==> src/rtl/i2s_tx_aud_pkg.sv <==
// i2s_tx_aud_pkg
// Shared types and helpers for the I2S TX audio stream scheduler.
//   AUD_DATA_W / AUD_TID_W / AUD_MAX_CH : beat data width, channel-id width,
//                                         maximum number of sample sources
//   aud_beat_t                          : one output beat (sample + channel id)
//   next_enabled(mask, idx)             : next set index strictly after idx,
//                                         wrapping; returns idx if no other bit set
package i2s_tx_aud_pkg;

  localparam int AUD_DATA_W = 32;
  localparam int AUD_TID_W  = 3;
  localparam int AUD_MAX_CH = 8;

  typedef struct packed {
    logic [AUD_DATA_W-1:0] data;
    logic [AUD_TID_W-1:0]  tid;
  } aud_beat_t;

  // The 3-bit add wraps modulo AUD_MAX_CH on its own. Callers pad unused
  // channels with zeros, so wrapping over 8 equals wrapping over NUM_CH.
  function automatic logic [AUD_TID_W-1:0] next_enabled(
    input logic [AUD_MAX_CH-1:0] mask,
    input logic [AUD_TID_W-1:0]  idx
  );
    logic [AUD_TID_W-1:0] res;
    logic [AUD_TID_W-1:0] cand;
    res = idx;
    for (int k = AUD_MAX_CH - 1; k >= 1; k--) begin
      cand = idx + AUD_TID_W'(k);
      if (mask[cand]) res = cand;
    end
    return res;
  endfunction

endpackage

==> src/rtl/i2s_tx_rr_pick.sv <==
// i2s_tx_rr_pick
// Combinational search for the first set bit of mask at or after start,
// wrapping modulo N.
//   mask  : candidate bits
//   start : search origin (must be < N)
//   idx   : index of first set bit found (0 when none)
//   found : at least one bit of mask is set
module i2s_tx_rr_pick #(
  parameter int N     = 8,
  parameter int IDX_W = 3
) (
  input  logic [N-1:0]     mask,
  input  logic [IDX_W-1:0] start,
  output logic [IDX_W-1:0] idx,
  output logic             found
);

  int c;

  // Walk from the farthest offset down to offset 0 so that the nearest
  // set bit is the last one assigned and therefore wins.
  always_comb begin
    idx   = '0;
    found = 1'b0;
    c     = 0;
    for (int k = N - 1; k >= 0; k--) begin
      c = int'(start) + k;
      if (c >= N) c = c - N;
      if (mask[c]) begin
        idx   = IDX_W'(c);
        found = 1'b1;
      end
    end
  end

endmodule

==> src/rtl/i2s_tx_aud_stream_sched.sv <==
// i2s_tx_aud_stream_sched
// Merges up to NUM_CH per-channel sample streams onto one registered
// AXI-Stream audio port, in strict channel order or round-robin.
//   s_axis_aud_aclk / s_axis_aud_aresetn : clock, async active-low reset
//   req_tvalid / req_tdata / req_tready  : per-channel sample sources
//   ch_enable                            : quasi-static channel enable mask
//   ordered_mode                         : 1 = strict sequence, 0 = round-robin
//   s_axis_aud_tdata/tid/tvalid/tready   : merged output stream
//   frame_done                           : pulse after the highest enabled
//                                          channel's beat is accepted
module i2s_tx_aud_stream_sched
  import i2s_tx_aud_pkg::*;
#(
  parameter int NUM_CH = 8,
  parameter int DATA_W = 32
) (
  input  logic                     s_axis_aud_aclk,
  input  logic                     s_axis_aud_aresetn,
  input  logic [NUM_CH-1:0]        req_tvalid,
  input  logic [NUM_CH*DATA_W-1:0] req_tdata,
  output logic [NUM_CH-1:0]        req_tready,
  input  logic [NUM_CH-1:0]        ch_enable,
  input  logic                     ordered_mode,
  output logic [DATA_W-1:0]        s_axis_aud_tdata,
  output logic [2:0]               s_axis_aud_tid,
  output logic                     s_axis_aud_tvalid,
  input  logic                     s_axis_aud_tready,
  output logic                     frame_done
);

  localparam logic [AUD_TID_W-1:0] LAST_IDX = AUD_TID_W'(NUM_CH - 1);

  aud_beat_t              beat_q, beat_d;
  logic                   tvalid_q, tvalid_d;
  logic                   frame_done_q, frame_done_d;
  logic [AUD_TID_W-1:0]   ptr_q, ptr_d;
  logic                   run_q;

  logic [NUM_CH-1:0]      elig;
  logic                   load;
  logic [AUD_TID_W-1:0]   rr_idx, en_idx, win_idx, hi_idx;
  logic                   rr_found, en_found, win_ok, grant_ok;
  logic [AUD_MAX_CH-1:0]  en_pad;
  logic [DATA_W-1:0]      win_data;

  assign elig = req_tvalid & ch_enable;
  assign load = !tvalid_q || s_axis_aud_tready;

  // Round-robin winner search over eligible channels.
  i2s_tx_rr_pick #(.N(NUM_CH), .IDX_W(AUD_TID_W)) u_pick_elig (
    .mask  (elig),
    .start (ptr_q),
    .idx   (rr_idx),
    .found (rr_found)
  );

  // Ordered-mode pointer skip over disabled channels.
  i2s_tx_rr_pick #(.N(NUM_CH), .IDX_W(AUD_TID_W)) u_pick_en (
    .mask  (ch_enable),
    .start (ptr_q),
    .idx   (en_idx),
    .found (en_found)
  );

  // Winner selection, grant and pointer update. run_q holds off grants for
  // the first edge after reset release.
  always_comb begin
    en_pad             = '0;
    en_pad[NUM_CH-1:0] = ch_enable;
    win_ok             = 1'b0;
    win_idx            = ptr_q;
    ptr_d              = ptr_q;
    if (ordered_mode) begin
      if (en_found) begin
        if (!ch_enable[ptr_q]) begin
          ptr_d = en_idx;
        end else if (elig[ptr_q]) begin
          win_ok  = 1'b1;
          win_idx = ptr_q;
        end
      end
    end else if (rr_found) begin
      win_ok  = 1'b1;
      win_idx = rr_idx;
    end
    grant_ok = load && win_ok && run_q;
    if (grant_ok) begin
      if (ordered_mode) ptr_d = next_enabled(en_pad, win_idx);
      else              ptr_d = (win_idx == LAST_IDX) ? '0 : win_idx + 1'b1;
    end
  end

  // Ready fan-out and data mux, kept free of any dependence on req_tdata
  // for the ready path.
  always_comb begin
    req_tready = '0;
    win_data   = '0;
    hi_idx     = '0;
    for (int c = 0; c < NUM_CH; c++) begin
      req_tready[c] = grant_ok && (win_idx == AUD_TID_W'(c));
      if (win_idx == AUD_TID_W'(c)) win_data = req_tdata[c*DATA_W +: DATA_W];
      if (ch_enable[c]) hi_idx = AUD_TID_W'(c);
    end
  end

  // Output register: reload whenever empty or being accepted; hold otherwise.
  always_comb begin
    tvalid_d = tvalid_q;
    beat_d   = beat_q;
    if (load) begin
      if (grant_ok) begin
        tvalid_d    = 1'b1;
        beat_d.data = win_data;
        beat_d.tid  = win_idx;
      end else begin
        tvalid_d = 1'b0;
      end
    end
    frame_done_d = tvalid_q && s_axis_aud_tready && (|ch_enable) && (beat_q.tid == hi_idx);
  end

  always_ff @(posedge s_axis_aud_aclk or negedge s_axis_aud_aresetn) begin
    if (!s_axis_aud_aresetn) begin
      tvalid_q     <= 1'b0;
      beat_q       <= '0;
      frame_done_q <= 1'b0;
      ptr_q        <= '0;
      run_q        <= 1'b0;
    end else begin
      tvalid_q     <= tvalid_d;
      beat_q       <= beat_d;
      frame_done_q <= frame_done_d;
      ptr_q        <= ptr_d;
      run_q        <= 1'b1;
    end
  end

  assign s_axis_aud_tvalid = tvalid_q;
  assign s_axis_aud_tdata  = beat_q.data;
  assign s_axis_aud_tid    = beat_q.tid;
  assign frame_done        = frame_done_q;

endmodule

==> config.mk <==
export PLATFORM = sky130hd
export DESIGN_NAME = i2s_tx_aud_stream_sched
export DESIGN_NICKNAME = d
export VERILOG_FILES = /design/src/rtl/i2s_tx_aud_pkg.sv /design/src/rtl/i2s_tx_rr_pick.sv /design/src/rtl/i2s_tx_aud_stream_sched.sv
export SDC_FILE = /design/constraint.sdc
export NUM_CORES = 1
export LEC_CHECK = 0
export BUFFER_PORTS_ARGS = -buffer_cell sky130_fd_sc_hd__buf_2
export CAP_MARGIN = 30
export CELL_PAD_IN_SITES_DETAIL_PLACEMENT = 1
export CELL_PAD_IN_SITES_GLOBAL_PLACEMENT = 1
export CORE_ASPECT_RATIO = 0.75
export CORE_MARGIN = 2
export CORE_UTILIZATION = 34
export DETAILED_ROUTE_END_ITERATION = 10
export PLACE_DENSITY = 0.91
export SLEW_MARGIN = 5
export SYNTH_ARGS = -nofsm -noshare
export SYNTH_HDL_FRONTEND = slang
export SYNTH_SLANG_ARGS = --single-unit
==> constraint.sdc <==
create_clock -name s_axis_aud_aclk -period 17.3 [get_ports s_axis_aud_aclk]
set_input_delay 3.46 -clock s_axis_aud_aclk [delete_from_list [all_inputs] [get_ports s_axis_aud_aclk]]
set_output_delay 3.46 -clock s_axis_aud_aclk [all_outputs]
set_load 0.01 [all_outputs]
==> results.sh, run 1 <==
export IMPL_clk_pin_slew_ps=60
export IMPL_r2r_start="ptr_q[0]"
export IMPL_clkSinkCount=41
export IMPL_fp_row_count=42
export IMPL_fmaxAchievable_mhz=93.36
export IMPL_arrival_ps=7250
export IMPL_cp_max_fo=73
export IMPL_critPathKind="primary input to primary output"
export IMPL_drc=0
export IMPL_end_kind="primary output"
export IMPL_vias_per_cell=5.941
export IMPL_nets=1413
export IMPL_postCtsSetupBuffers=0
export IMPL_fp_dieH_um=119.3
export IMPL_dp_hpwl_um=24020
export IMPL_period_minus_slack_ps=10710
export IMPL_critPathSlowestCell="o21a_1"
export IMPL_final_layout_size_suffix_gt1_frac=0.3489
export IMPL_cts_buffer_depth=2
export IMPL_syn_inst=875
export IMPL_globalplace_congestion=0.9160
export IMPL_synth_cell_types=73
export IMPL_drt_pass1_iter_count=5
export IMPL_detail_route_wl_per_cell_um=22.07
export IMPL_async_flop_share=1.000
export IMPL_core_area_um2=17500
export IMPL_synth_seq_cells=41
export IMPL_overflow=0
export IMPL_track_usage=0.3108
export IMPL_cts_tree="built"
export IMPL_nFillCells=2370
export IMPL_grt_max_degree=82
export IMPL_rsz0062_at_grt="no"
export IMPL_holdCritStartpoint="s_axis_aud_tdata[31]"
export IMPL_yosysSeqAreaShare=0.1701
export IMPL_start_util=0.3446
export IMPL_vias=8192
export IMPL_hold_path_class="flop to flop"
export IMPL_die_area_um2=18830
export IMPL_synthesis_nets=1154
export IMPL_grt_pass1_wl_um=45020
export IMPL_relSlewSlack=0.3420
export IMPL_crit_chain="buf_2 > and3_1 > or2_1 > mux4_2 > o21ba_2 > o21a_1 > xnor2_4 > buf_4 > nand2_1 > nor2_1 > buf_2"
export IMPL_max_stage_delay_ps=670
export IMPL_grt_pass1_vias=7838
export IMPL_cp_data_required_time_ps=13840
export IMPL_drt_initial_drc_count=897
export IMPL_start_kind="primary input"
export IMPL_worst_path_buf_inv=3
export IMPL_cap_violations=0
export IMPL_fin_crit_sh=0.6192
export IMPL_cp_top_family="simple AND/OR/NAND/NOR gates"
export IMPL_drt_total_wl_um=30430
export IMPL_ctsHoldBuffers=0
export IMPL_postRouteAntennaNets=0
export IMPL_synth_flop_cell="dfrtp_1"
export IMPL_worst_path_most_repeated_cell="buf_2"
export IMPL_finalSetupViolCount=0
export IMPL_status="finished clean"
export IMPL_ys_warn_count=0
export IMPL_finalHoldViolCount=0
export IMPL_cts_max_level=2
export IMPL_port_buffers=320
export IMPL_syn_cell_area_um2=6031
export IMPL_synth_edf_count=0
export IMPL_ctsResizeCount=0
export IMPL_crit_start="ch_enable[5]"
export IMPL_area_growth_pct=31.58
export IMPL_clk_latency_ps=280
export IMPL_tightestPinTransition_ps=979.9
export IMPL_slew_viol_final=0
export IMPL_cts_buffers=5
export IMPL_cts_root_buf="clkbuf_16"
export IMPL_finalSetupTns_ps=0
export IMPL_num_io_pins=321
export IMPL_die_w_um=157.8
export IMPL_fin_skew_ps=3.667
export IMPL_antenna_found_initial=3
export IMPL_syn_mean_instance_area_um2=6.892
routing by layer:
| metal | GRT usage | up-vias | share of wire |
|---|---|---|---|
| li1 | - | 3726 | - |
| met1 | 0.4522 | 3975 | 0.44 |
| met2 | 0.4728 | 438 | 0.44 |
| met3 | 0.06841 | 51 | 0.10 |
| met4 | 0.05909 | 2 | 0.018 |
| met5 | 0 | - | 0.00039 |
layout by cell type (no fill, tap or decap), types with 8 or more instances in the layout:
master / count
mux2_2: 8
nand3_1: 16
inv_1: 8
nor2_1: 66
dfrtp_1: 41
o21ai_0: 40
o211ai_1: 18
and3_1: 19
o21ai_1: 9
mux4_2: 25
buf_4: 12
and2_1: 10
buf_2: 320
a21oi_1: 89
nand2_1: 208
o31ai_1: 13
nor3_1: 24
a211oi_1: 48
a31oi_1: 15
mux2i_1: 14
a221oi_1: 16
final timing paths:
path                                         to  slack (ps)  cells after the start
min reg2reg                s_axis_aud_tdata[31]         480                      2
min in group asynchronous  s_axis_aud_tdata[11]        2980                      1
min                        s_axis_aud_tdata[31]         480                      2
max reg2reg                s_axis_aud_tdata[14]       10900                     16
max                               req_tready[0]        6590                     11
max in group asynchronous   s_axis_aud_tdata[0]       13900                      2
worst min-delay path, stage by stage, from the launching register on:
cell and delay, ps:
dfrtp_1 340, nand2_1 50, o31ai_1 60
sequential cells by signal, indices dropped and copies added (netlist names):
name	flops
frame_done	1
s_axis_aud_tid	3
s_axis_aud_tvalid	1
run_q	1
s_axis_aud_tdata	32
ptr_q	3
layout make-up:
type | instances | area (µm²) | share of cell area
Clock inverter | 1 | 30.03 | 0.003784
Clock buffer | 7 | 142.6 | 0.01798
Multi-Input combinational cell | 740 | 4644 | 0.5853
Antenna cell | 2 | 5.005 | 0.0006307
Timing Repair Buffer | 334 | 1739 | 0.2192
Tap cell | 242 | 302.8 | 0.03816
Inverter | 12 | 45.04 | 0.005676
Sequential cell | 41 | 1026 | 0.1293
per-stage QoR:
stage	utilization	std cells	area (µm²)	hold WS (ps)	setup slack [ps]
2_1_floorplan	-	875	6031	516.2	6970
3_3_place_gp	0.4406	1367	7710	454.5	6749
3_5_place_dp	0.4422	1368	7737	464.8	6690
4_1_cts	0.4520	1376	7910	477.4	6673
5_1_grt	0.4532	1377	7930	499.7	6431
6_report	0.4535	1379	7935	476.3	6588
cells by family after synthesis:
logic type	synth area share
AND/OR/NAND/NOR	0.2674
AO/OA/AOI/OAI	0.3264
buffers and inverters	0.06618
multiplexers	0.1378
flip-flops	0.1701
XOR/XNOR	0.02531
adder cells (fa/ha/maj)	0.006225
other	0.0006218
cells in the mapped netlist (9+ instances only):
library cell	count	area, µm²
and2_1	10	62.56
buf_2	19	95.09
nor2_1	67	251.5
o211ai_1	18	135.1
a221oi_1	16	140.1
o21ai_0	40	200.2
o21ai_1	9	45.04
clkbuf_1	52	195.2
o31ai_1	13	97.59
mux4_2	25	563.0
a211oi_1	48	360.4
nand2_1	208	780.8
nand3_1	16	80.08
a31oi_1	15	93.84
nor3_1	24	120.1
mux2i_1	14	140.1
dfrtp_1	41	1026
and3_1	19	118.9
a21oi_1	89	445.4
Power of run 1 is left out: the tool's default activity adds up to more than one toggle a clock period on the data nets, which glitch-free logic cannot reach.
==> inputs of run 2 (changes only) <==
--- a/config.mk
+++ b/config.mk
@@ -11,9 +11,9 @@
 export CELL_PAD_IN_SITES_GLOBAL_PLACEMENT = 1
 export CORE_ASPECT_RATIO = 0.75
 export CORE_MARGIN = 2
-export CORE_UTILIZATION = 34
+export CORE_UTILIZATION = 28
 export DETAILED_ROUTE_END_ITERATION = 10
-export PLACE_DENSITY = 0.91
+export PLACE_DENSITY = 0.8
 export SLEW_MARGIN = 5
 export SYNTH_ARGS = -nofsm -noshare
 export SYNTH_HDL_FRONTEND = slang
==> constraint.sdc (replaced) <==
create_clock -name s_axis_aud_aclk -period 8.64 [get_ports s_axis_aud_aclk]
set_input_delay 1.728 -clock s_axis_aud_aclk [delete_from_list [all_inputs] [get_ports s_axis_aud_aclk]]
set_output_delay 1.728 -clock s_axis_aud_aclk [all_outputs]
set_load 0.01 [all_outputs]
==> run 2 against run 1 <==
Compared with the run above:
- worst setup slack got worse by 4900 ps
- wire length fell by 3.2%
- critical path depth rose by 2
- sequential cell count stayed put
- non-clock buffer count is 5 higher
- first-iteration DRC count is 43% lower
- clock skew rose by 11 ps
- hold slack worse by 1.3 ps
- critical endpoint is now req_tready[7]
==> results.sh, run 2 (synthesis results as in run 1) <==
export IMPL_cts_root_buf="clkbuf_16"
export IMPL_grt_max_degree=63
export IMPL_drc=0
export IMPL_timing_rr_end="ptr_q[1]"
export IMPL_globalplace_congestion=0.9669
export IMPL_multi_input_area_um2=4653
export IMPL_finalSetupViolCount=0
export IMPL_fin_skew_ps=14.31
export IMPL_rsz0062_at_grt="no"
export IMPL_arrival_ps=5210
export IMPL_regArea_um2=1026
export IMPL_cts_tree="built"
export IMPL_final_layout_size_suffix_gt1_frac=0.3526
export IMPL_critPathKind="primary input to primary output"
export IMPL_relSlewSlack=0.4794
export IMPL_cts_buffer_depth=2
export IMPL_vias_per_cell=5.542
export IMPL_final_common_cell="buf_2"
export IMPL_critPathSlowestCell="a2111oi_0"
export IMPL_most_common_layout_cells="320 x buf_2, 208 x nand2_1, 89 x a21oi_1, 66 x nor2_1, 48 x a211oi_1"
export IMPL_critical_path_endpoint="req_tready[7]"
export IMPL_detail_route_wl_per_cell_um=20.62
export IMPL_num_io_pins=321
export IMPL_drt_pass1_iter_count=5
export IMPL_dp_hpwl_um=23630
export IMPL_start_kind="primary input"
export IMPL_vias=7914
export IMPL_finalHoldViolCount=0
export IMPL_port_buffers=320
export IMPL_fin_crit_sh=0.8034
export IMPL_path_depth=13
export IMPL_ff2ff_path_depth=17
export IMPL_crit_chain="buf_2 > and2_1 > a2111oi_0 > a41oi_1 > o211a_2 > o21a_1 > xnor2_4 > nor2_1 > buf_4 > ha_2 > inv_1 > nor2_1 > buf_2"
export IMPL_cts_max_level=2
export IMPL_core_area_um2=21120
export IMPL_nFillCells=2768
export IMPL_ctsResizeCount=0
export IMPL_end_kind="primary output"
export IMPL_cap_violations=0
export IMPL_cp_data_required_time_ps=6910
export IMPL_clkSinkCount=41
export IMPL_drt_initial_drc_count=512
export IMPL_track_usage=0.2483
export IMPL_overflow=0
export IMPL_r2r_setup_slack_ps=2390
export IMPL_fmaxAchievable_mhz=144.1
export IMPL_clk_pin_slew_ps=60
export IMPL_fp_row_count=46
export IMPL_diodes=0
export IMPL_largest_reg_flops=32
export IMPL_postCtsSetupBuffers=0
export IMPL_start_util=0.2855
export IMPL_worst_path_buf_inv=4
export IMPL_slew_viol_final=0
export IMPL_die_w_um=173.5
export IMPL_drt_total_wl_um=29450
export IMPL_status="finished clean"
export IMPL_grt_pass1_vias=7696
export IMPL_period_minus_slack_ps=6941
export IMPL_nets=1418
export IMPL_tightestPinTransition_ps=778.3
export IMPL_max_stage_delay_ps=700
export IMPL_ctsHoldBuffers=0
export IMPL_area_growth_pct=32.82
export IMPL_crit_start="ch_enable[5]"
export IMPL_hold_path_class="flop to flop"
export IMPL_finalSetupTns_ps=0
export IMPL_cp_max_fo=16
export IMPL_antenna_found_initial=0
export IMPL_cp_top_family="compound AO/OA/AOI/OAI gates"
export IMPL_cts_buffers=5
export IMPL_postRouteAntennaNets=0
export IMPL_die_area_um2=22740
export IMPL_grt_pass1_wl_um=44460
export IMPL_fp_dieH_um=131.1
export IMPL_r2r_start="ptr_q[1]"
export IMPL_clk_latency_ps=290
==> run 2: changes by cell type in the layout (fill, tap and decap cells not counted), sizes merged <==
cell	delta
buf	+5
clkbuf	-2
clkinv	+1
diode	-2
inv	+1
==> run 2: tightest hold or removal path, delay by kind of cell, from the launching register on <==
kind / cells / cell delay, ps
flip-flops: 1 / 340
AND/OR/NAND/NOR: 1 / 50
AO/OA/AOI/OAI: 1 / 60
==> run 2: how the worst min path moves through the flow <==
stage,from,to,slack [ps],cells past startpoint
2_1_floorplan,s_axis_aud_tdata[10],s_axis_aud_tdata[10],520,2
3_3_place_gp,s_axis_aud_tdata[31],s_axis_aud_tdata[31],460,2
3_5_place_dp,s_axis_aud_tdata[3],s_axis_aud_tdata[3],460,2
4_1_cts,s_axis_aud_tdata[13],s_axis_aud_tdata[13],480,2
5_1_grt,s_axis_aud_tdata[23],s_axis_aud_tdata[23],510,2
6_report,s_axis_aud_tdata[21],s_axis_aud_tdata[21],480,2
==> run 2: layer usage <==
metal | up-vias | track usage | routed length [µm]
li1 | 3738 | - | -
met5 | - | 0 | 0
met2 | 330 | 0.3913 | 13180
met1 | 3828 | 0.3576 | 13540
met3 | 18 | 0.05594 | 2451
met4 | 0 | 0.02941 | 286
==> run 2: area by class of cell <==
type / count / share of cell area
Clock buffer: 5 / 0.01562
Tap cell: 288 / 0.04499
Sequential cell: 41 / 0.1281
Timing Repair Buffer: 339 / 0.2193
Multi-Input combinational cell: 740 / 0.5809
Inverter: 12 / 0.005623
Clock inverter: 3 / 0.005467
==> run 2: stage by stage <==
step	hold WS [ps]	cell area (µm²)	worst slack (ps)	cells	utilization
floorplan	516.2	6031	1774	875	-
global placement	455.6	7821	1844	1419	0.3703
detailed placement	464.4	7841	1797	1420	0.3712
CTS	480.8	8010	1786	1428	0.3792
global route	506.9	8010	1438	1428	0.3792
finish	475.0	8010	1699	1428	0.3792
Power of run 2 is left out for the same reason.
==> inputs of run 3 (changes only) <==
--- a/config.mk
+++ b/config.mk
@@ -11,9 +11,9 @@
 export CELL_PAD_IN_SITES_GLOBAL_PLACEMENT = 1
 export CORE_ASPECT_RATIO = 0.75
 export CORE_MARGIN = 2
-export CORE_UTILIZATION = 28
+export CORE_UTILIZATION = 31
 export DETAILED_ROUTE_END_ITERATION = 10
-export PLACE_DENSITY = 0.8
+export PLACE_DENSITY = 0.84
 export SLEW_MARGIN = 5
 export SYNTH_ARGS = -nofsm -noshare
 export SYNTH_HDL_FRONTEND = slang
==> constraint.sdc (replaced) <==
create_clock -name s_axis_aud_aclk -period 7.2 [get_ports s_axis_aud_aclk]
set_input_delay 1.44 -clock s_axis_aud_aclk [delete_from_list [all_inputs] [get_ports s_axis_aud_aclk]]
set_output_delay 1.44 -clock s_axis_aud_aclk [all_outputs]
set_load 0.01 [all_outputs]
==> run 3 against run 2 <==
Compared with the run above:
- register-to-register slack got worse by 1100 ps
- die area fell by 9.4%
- via count rose by 2.3%
- clock skew fell by 12 ps
- largest cell class unchanged
==> results.sh, run 3 (synthesis results as in run 1) <==
export IMPL_status="finished clean"
export IMPL_critPathSlowestCell="a2111oi_0"
export IMPL_finalSetupTns_ps=0
export IMPL_grt_pass1_vias=7821
export IMPL_vias_per_cell=5.810
export IMPL_num_io_pins=321
export IMPL_period_minus_slack_ps=6175
export IMPL_cts_buffer_depth=2
export IMPL_clk_pin_slew_ps=60
export IMPL_crit_chain="buf_2 > and2_1 > a2111oi_0 > a41oi_1 > nor2b_1 > o32ai_1 > a21o_2 > buf_4 > nand2b_1 > nor3_1 > buf_2"
export IMPL_port_buffers=320
export IMPL_nets=1415
export IMPL_drc=0
export IMPL_globalplace_congestion=0.9572
export IMPL_drt_total_wl_um=30050
export IMPL_grtUsageMet2=0.4037
export IMPL_drt_initial_drc_count=863
export IMPL_fin_skew_ps=2.729
export IMPL_met3_usage=0.08159
export IMPL_arrival_ps=4740
export IMPL_busiest_layer="met1"
export IMPL_vias=8094
export IMPL_tightestPinTransition_ps=977.0
export IMPL_area_growth_pct=31.47
export IMPL_hold_path_class="flop to flop"
export IMPL_slew_viol_final=0
export IMPL_cts_max_level=2
export IMPL_cts_root_buf="clkbuf_16"
export IMPL_worst_path_buf_inv=3
export IMPL_grt_pass1_wl_um=45620
export IMPL_cp_top_family="compound AO/OA/AOI/OAI gates"
export IMPL_overflow=0
export IMPL_track_usage=0.2847
export IMPL_finalHoldViolCount=0
export IMPL_fmaxAchievable_mhz=161.9
export IMPL_antenna_found_initial=3
export IMPL_cp_max_fo=69
export IMPL_core_area_um2=19210
export IMPL_cap_violations=0
export IMPL_cts_buffers=5
export IMPL_cts_tree="built"
export IMPL_relSlewSlack=0.3440
export IMPL_path_depth=11
export IMPL_clkSinkCount=41
export IMPL_fp_row_count=44
export IMPL_postCtsSetupBuffers=0
export IMPL_final_common_cell="buf_2"
export IMPL_rsz0062_at_grt="no"
export IMPL_end_kind="primary output"
export IMPL_clk_latency_ps=280
export IMPL_critPathKind="primary input to primary output"
export IMPL_start_util=0.3139
export IMPL_most_common_layout_cells="320 x buf_2, 208 x nand2_1, 89 x a21oi_1, 66 x nor2_1, 48 x a211oi_1"
export IMPL_ctsResizeCount=0
export IMPL_max_stage_delay_ps=660
export IMPL_start_kind="primary input"
export IMPL_postRouteAntennaNets=0
export IMPL_grt_max_degree=70
export IMPL_largest_reg_flops=32
export IMPL_fp_dieH_um=124.8
export IMPL_fin_crit_sh=0.8577
export IMPL_cp_data_required_time_ps=5760
export IMPL_die_area_um2=20600
export IMPL_grt_use_met1=0.4315
export IMPL_die_w_um=165.1
export IMPL_final_layout_size_suffix_gt1_frac=0.3509
export IMPL_ctsHoldBuffers=0
export IMPL_holdPathStages=2
export IMPL_drt_pass1_iter_count=6
export IMPL_worst_path_most_repeated_cell="buf_2"
export IMPL_ff2ff_path_depth=16
export IMPL_dp_hpwl_um=24090
export IMPL_detail_route_wl_per_cell_um=21.57
export IMPL_finalSetupViolCount=0
-- run 3: stage by stage --
stage / setup slack [ps] / instance area (µm²) / hold WS, ps / std cells / utilization
floorplan: 909.6 / 6031 / 516.2 / 875 / -
global placement: 1265 / 7759 / 454.9 / 1381 / 0.4038
detailed placement: 1172 / 7759 / 471.5 / 1381 / 0.4038
CTS: 1151 / 7901 / 484.6 / 1389 / 0.4112
global route: 850.7 / 7926 / 509.1 / 1392 / 0.4125
finish: 1025 / 7929 / 478.8 / 1393 / 0.4127
-- run 3: path summary, 6_finish.rpt --
kind,slack [ps],startpoint,endpoint
min reg2reg,480,s_axis_aud_tdata[7],s_axis_aud_tdata[7]
max reg2reg,1280,ptr_q[1],ptr_q[1]
max in group asynchronous,5720,s_axis_aud_aresetn,ptr_q[1]
max,1020,ch_enable[5],req_tready[1]
min in group asynchronous,1020,s_axis_aud_aresetn,s_axis_aud_tdata[10]
min,480,s_axis_aud_tdata[7],s_axis_aud_tdata[7]
-- run 3: area by class of cell --
type	instances	area, µm²
Tap cell	253	316.6
Antenna cell	3	7.507
Inverter	12	45.04
Timing Repair Buffer	336	1747
Sequential cell	41	1026
Multi-Input combinational cell	740	4644
Fill cell	2559	11280
Clock buffer	5	125.1
Clock inverter	3	17.52
-- run 3: per-layer routing --
| metal | part of all wire | wire length, µm | vias to the layer above |
|---|---|---|---|
| li1 | - | - | 3734 |
| met1 | 0.46 | 13810 | 3895 |
| met2 | 0.41 | 12290 | 433 |
| met3 | 0.12 | 3611 | 32 |
| met4 | 0.011 | 345 | 0 |
| met5 | 0 | 0 | - |
-- run 3: tightest hold or removal path: cells and delay by family (launching register included) --
| kind | cells | cell delay [ps] |
|---|---|---|
| flip-flops | 1 | 340 |
| AND/OR/NAND/NOR | 1 | 50 |
| AO/OA/AOI/OAI | 1 | 50 |
Power of run 3 is left out for the same reason.
